## src/rtl/bsg_manycore_reg_id_alloc.sv

```systemverilog
// bsg_manycore_reg_id_alloc
//   Allocator for a pool of reg_id tags. It tracks one pending bit per id,
//   offers the lowest free id, takes ids back on response, and can drain
//   (fence) until nothing is outstanding.
//
// Ports
//   clk_i        : clock
//   reset_n_i    : asynchronous active-low reset
//   id_v_o       : a free id is offered (never while draining)
//   id_o         : offered id, lowest non-pending index (0 when none free)
//   id_yumi_i    : consumer takes id_o this cycle
//   free_v_i     : a reg_id is being returned
//   free_id_i    : the returned reg_id
//   fence_v_i    : request to drain all outstanding ids
//   fence_done_o : one-cycle pulse when a drain completes
//   count_o      : number of outstanding ids
//   empty_o      : count_o == 0
//   error_o      : sticky protocol-violation flag

package bsg_manycore_pkg;
   localparam int bsg_manycore_reg_id_width_gp = 5;
endpackage

module bsg_manycore_reg_id_alloc
   import bsg_manycore_pkg::*;
#(
   parameter int  reg_id_width_p = bsg_manycore_reg_id_width_gp,
   parameter int  num_ids_p      = 2**reg_id_width_p,
   localparam int count_width_lp = $clog2(num_ids_p+1)
)(
   input  logic                      clk_i,
   input  logic                      reset_n_i,
   output logic                      id_v_o,
   output logic [reg_id_width_p-1:0] id_o,
   input  logic                      id_yumi_i,
   input  logic                      free_v_i,
   input  logic [reg_id_width_p-1:0] free_id_i,
   input  logic                      fence_v_i,
   output logic                      fence_done_o,
   output logic [count_width_lp-1:0] count_o,
   output logic                      empty_o,
   output logic                      error_o
);

   typedef enum logic {IDLE, DRAIN} state_e;

   state_e                    state, state_next;
   logic [num_ids_p-1:0]      pending, pending_next;
   logic [count_width_lp-1:0] count, count_next;
   logic                      error;

   logic                      any_free;
   logic [reg_id_width_p-1:0] free_idx;
   logic                      alloc;
   logic                      free_ok;
   logic                      violation;

   // Priority pick of the lowest free id from registered state only, so a
   // just-freed id is not visible until the cycle after its free edge.
   always_comb begin
      any_free = 1'b0;
      free_idx = '0;
      for (int unsigned i = 0; i < num_ids_p; i++) begin
         if (!pending[i] && !any_free) begin
            any_free = 1'b1;
            free_idx = reg_id_width_p'(i);
         end
      end
   end

   assign id_v_o = (state == IDLE) && any_free;
   assign id_o   = free_idx;
   assign alloc  = id_yumi_i && id_v_o;

   // An out-of-range free_id_i matches no index and so falls into the
   // violation path without a separate range compare.
   always_comb begin
      free_ok = 1'b0;
      for (int unsigned i = 0; i < num_ids_p; i++) begin
         if (free_v_i && (free_id_i == reg_id_width_p'(i)) && pending[i])
            free_ok = 1'b1;
      end
   end

   assign violation = (id_yumi_i && !id_v_o) || (free_v_i && !free_ok);

   // The allocated id is always non-pending and the freed id always pending,
   // so the set and clear never target the same bit.
   always_comb begin
      pending_next = pending;
      for (int unsigned i = 0; i < num_ids_p; i++) begin
         if (alloc && (free_idx == reg_id_width_p'(i)))
            pending_next[i] = 1'b1;
         if (free_ok && (free_id_i == reg_id_width_p'(i)))
            pending_next[i] = 1'b0;
      end
      count_next = count + count_width_lp'(alloc) - count_width_lp'(free_ok);
   end

   always_comb begin
      state_next   = state;
      fence_done_o = 1'b0;
      case (state)
         IDLE: begin
            if (fence_v_i)
               state_next = DRAIN;
         end
         DRAIN: begin
            if (count == '0) begin
               fence_done_o = 1'b1;
               state_next   = IDLE;
            end
         end
      endcase
   end

   always_ff @(posedge clk_i or negedge reset_n_i) begin
      if (!reset_n_i) begin
         state   <= IDLE;
         pending <= '0;
         count   <= '0;
         error   <= 1'b0;
      end else begin
         state   <= state_next;
         pending <= pending_next;
         count   <= count_next;
         if (violation)
            error <= 1'b1;
      end
   end

   assign count_o = count;
   assign empty_o = (count == '0);
   assign error_o = error;

endmodule

```

## config.mk

```make
export PLATFORM = sky130hd
export DESIGN_NAME = bsg_manycore_reg_id_alloc
export DESIGN_NICKNAME = d
export VERILOG_FILES = /design/src/rtl/bsg_manycore_reg_id_alloc.sv
export SDC_FILE = /design/constraint.sdc
export NUM_CORES = 1
export LEC_CHECK = 0
export ABC_AREA = 1
export CAP_MARGIN = 10
export CORE_ASPECT_RATIO = 0.75
export CORE_MARGIN = 2
export CORE_UTILIZATION = 39
export DETAILED_ROUTE_END_ITERATION = 16
export GPL_TIMING_DRIVEN = 0
export SETUP_SLACK_MARGIN = 0.1
export SYNTH_ARGS = -nofsm -noshare
export SYNTH_HDL_FRONTEND = slang
export SYNTH_SLANG_ARGS = --single-unit
```

## constraint.sdc

```tcl
create_clock -name clk_i -period 9.1 [get_ports clk_i]
set_input_delay 1.365 -clock clk_i [delete_from_list [all_inputs] [get_ports clk_i]]
set_output_delay 1.365 -clock clk_i [all_outputs]
set_load 0.1 [all_outputs]
```

==> flow_summary.ini <==
[global_routing]
grt_usage_pct = 22.66
grt-ovfl-total = 0
grt_max_degree = 28
grt_pass1_wl_um = 13790
first_global_vias = 2664
antenna_found_initial = 0

[setup_path]
cp.arrival_ns = 4.44
start_kind = register
cp_slowest_cell = clkdlybuf4s50_1
path_class = register to primary output
cp-end-kind = primary output
path_common_cell = nor2_4
cp_top_family = simple AND/OR/NAND/NOR gates
max_stage_delay_ns = 1.15
required_ns = 7.74
crit_buf_inv = 1
crit_chain = nand2_2 -> nor2_2 -> nand4_2 -> nor2_4 -> nand4_2 -> nor2_4 -> nand4_4 -> nor2_4 -> nand4_2 -> nor2_4 -> nand4_4 -> nor2_4 -> nand4_4 -> nor2_1 -> o41ai_1 -> nand4_1 -> clkdlybuf4s50_1
crit_fanout = 5

[clock_network]
clock_sinks = 40
root_buffer = clkbuf_8
cts_hold_buf = 0
clock_latency_ns = 0.30
clk_transition_reported_paths_ns = 0.08
cts_resized = 0
cts_buffers = 5
cts_setup_buffers = 0
cts_tree = done
cts_max_level = 2
cts_buffer_depth = 2

[synth]
synth-simple-area-share_pct = 35.32
ys_seq_area_share_pct = 35.63
synthXorXnorAreaFrac_pct = 1.247
avgSynthCellArea_um2 = 7.334
synth_compound_area_share_pct = 13.32
netlist_area_mm2 = 0.002809
synth-seq-cells = 40
yosysTopAreaCell = dfrtp_1
yosys_warnings = 0
synth.area.top_cells = dfrtp_1 (36%), inv_1 (8.2%), nor2_1 (8.0%)
syn_nets = 402
synth_top_family_by_area = simple AND/OR/NAND/NOR gates
syn_inst = 383
ys_types = 36
synthAdderAreaFrac_pct = 4.276
synthMuxAreaShare_pct = 0
synth_top_area_share_pct = 35.63

[route]
vias_per_cell = 5.383
drc = 0
drt_iter0_drc = 299
final_antenna_net_count = 0
routedWlPerCell_um = 16.20
vias = 2767
wirelength_um = 8325
first_pass_iters = 5

[min_path]
hold_path_class = register to register

[layout]
diodes = 0
final_area_mm2 = 0.003279
final_common_cell = inv_1
synthToLayoutAreaGrowth_pct = 16.75
final_cell_mix = inv_1 (61), nor2_1 (60), nand2_1 (52), dfrtp_1 (40), nand3_1 (34)
fin_nets = 434
final_cells = 514
final_layout_size_suffix_gt1_share_pct = 7.452

[timing]
worst_pin_slew_ns = 0.9731
rsz0062_at_grt = false
fin_skew_ns = 0.006393
slew_viol_final = 0
relSlewSlack_pct = 34.92
finalSetupViolCount = 0
fmax_ghz = 0.1724
period_share_pct = 63.75
finalHoldViolCount = 0
period_minus_slack_ns = 5.802
setup-tns-final_ns = 0

[floorplan]
io-pin-count = 25
rows = 26
fp.dieH_um = 77.50
die_w_um = 102.0
initial_utilization_pct = 40.73
core_mm2 = 0.006897
die_area_mm2 = 0.007904

[placed_design]
port_buffers = 24
gp_congestion = 0.9118
dp_cells = 506
dpl_cell_area_mm2 = 0.003187
dp_hpwl_um = 6631

[pwr]
leakage_uw = 0.001449
p_per_area_mw_per_mm2 = 284.2
vdd_drop_max_mv = 0.1636

[flow_run]
drv_cap = 0

[status]
status = finished, final reports clean
## registers in the layout, indices dropped and copies added (netlist names)
name     cells
pending     32
count_o      6
error_o      1
state        1
## worst paths after layout
path / from / end / slack [ns] / depth (start not counted)
min in group asynchronous: reset_n_i / pending[15] / 0.96 / 1
setup / recovery: pending[0] / id_o[4] / 3.30 / 17
hold / removal: error_o / error_o / 0.50 / 2
setup reg to reg: pending[0] / count_o[4] / 4.50 / 25
hold reg to reg: error_o / error_o / 0.50 / 2
max in group asynchronous: reset_n_i / pending[9] / 7.68 / 2
## routing by layer
layer | vias up | GRT usage (%) | wire length, µm
met4 | 0 | 4.533 | 69
met3 | 6 | 5.405 | 568
met5 | - | 0 | 0
met1 | 1298 | 36.00 | 4336
li1 | 1371 | - | -
met2 | 92 | 30.86 | 3351
## report_power, final
| part | leakage (µW) | switching, µW | internal [µW] |
|---|---|---|---|
| registers | 0.000465 | 50.1 | 234 |
| clock network | 0.0000510 | 67.4 | 60.7 |
| logic | 0.000933 | 374 | 146 |
| total | 0.00145 | 491 | 441 |
## cell type report
cell class | instances | area [µm²]
plain buffers | 9 | 50.05
clock buffers | 6 | 82.58
clock inverters | 2 | 10.01
fillers | 718 | 3617
inverters | 63 | 236.5
multi-input cells | 271 | 1521
flip-flops and latches | 40 | 1001
well taps | 98 | 122.6
repair buffers | 25 | 255.2
## tightest hold or removal path, stage by stage, from the launching register on
cell     delay [ns]
dfrtp_1        0.35
a21oi_1        0.04
o21ai_0        0.06
## kinds of logic after synthesis
group	Yosys count
AND/OR/NAND/NOR	195
AO/OA/AOI/OAI	63
flip-flops	40
XOR/XNOR	4
buffers and inverters	72
adder cells (fa/ha/maj)	9
## metrics by stage
| step | hold slack (ns) | power [µW] | utilization (%) | setup slack [ns] |
|---|---|---|---|---|
| after detailed placement | 0.4811 | 804.8 | 46.21 | 3.705 |
| after CTS | 0.5003 | 933.9 | 47.55 | 3.340 |
| after floorplan | 0.4772 | 675.2 | - | 3.716 |
| after global placement | 0.4730 | 798.7 | 45.99 | 3.725 |
| final | 0.4962 | 932.0 | 47.55 | 3.298 |
| after global routing | 0.5308 | 992.0 | 47.55 | 2.995 |
## synth_stat cells, drive strengths merged
library cell and instances:
nor2 66, inv 62, nand2 54, dfrtp 40, nand3 35, o22ai 23, o21ai 21, nand4 14
nor3 14, a21oi 10, nor4 9, ha 8, clkbuf 6, o41ai 4, buf 3, o2111ai 2
xnor2 2, xor2 2, a211oi 1, a31oi 1, a41oi 1, and3 1, clkinv 1, fa 1
nand3b 1, or4 1
Power figures use the tool's default switching activity.
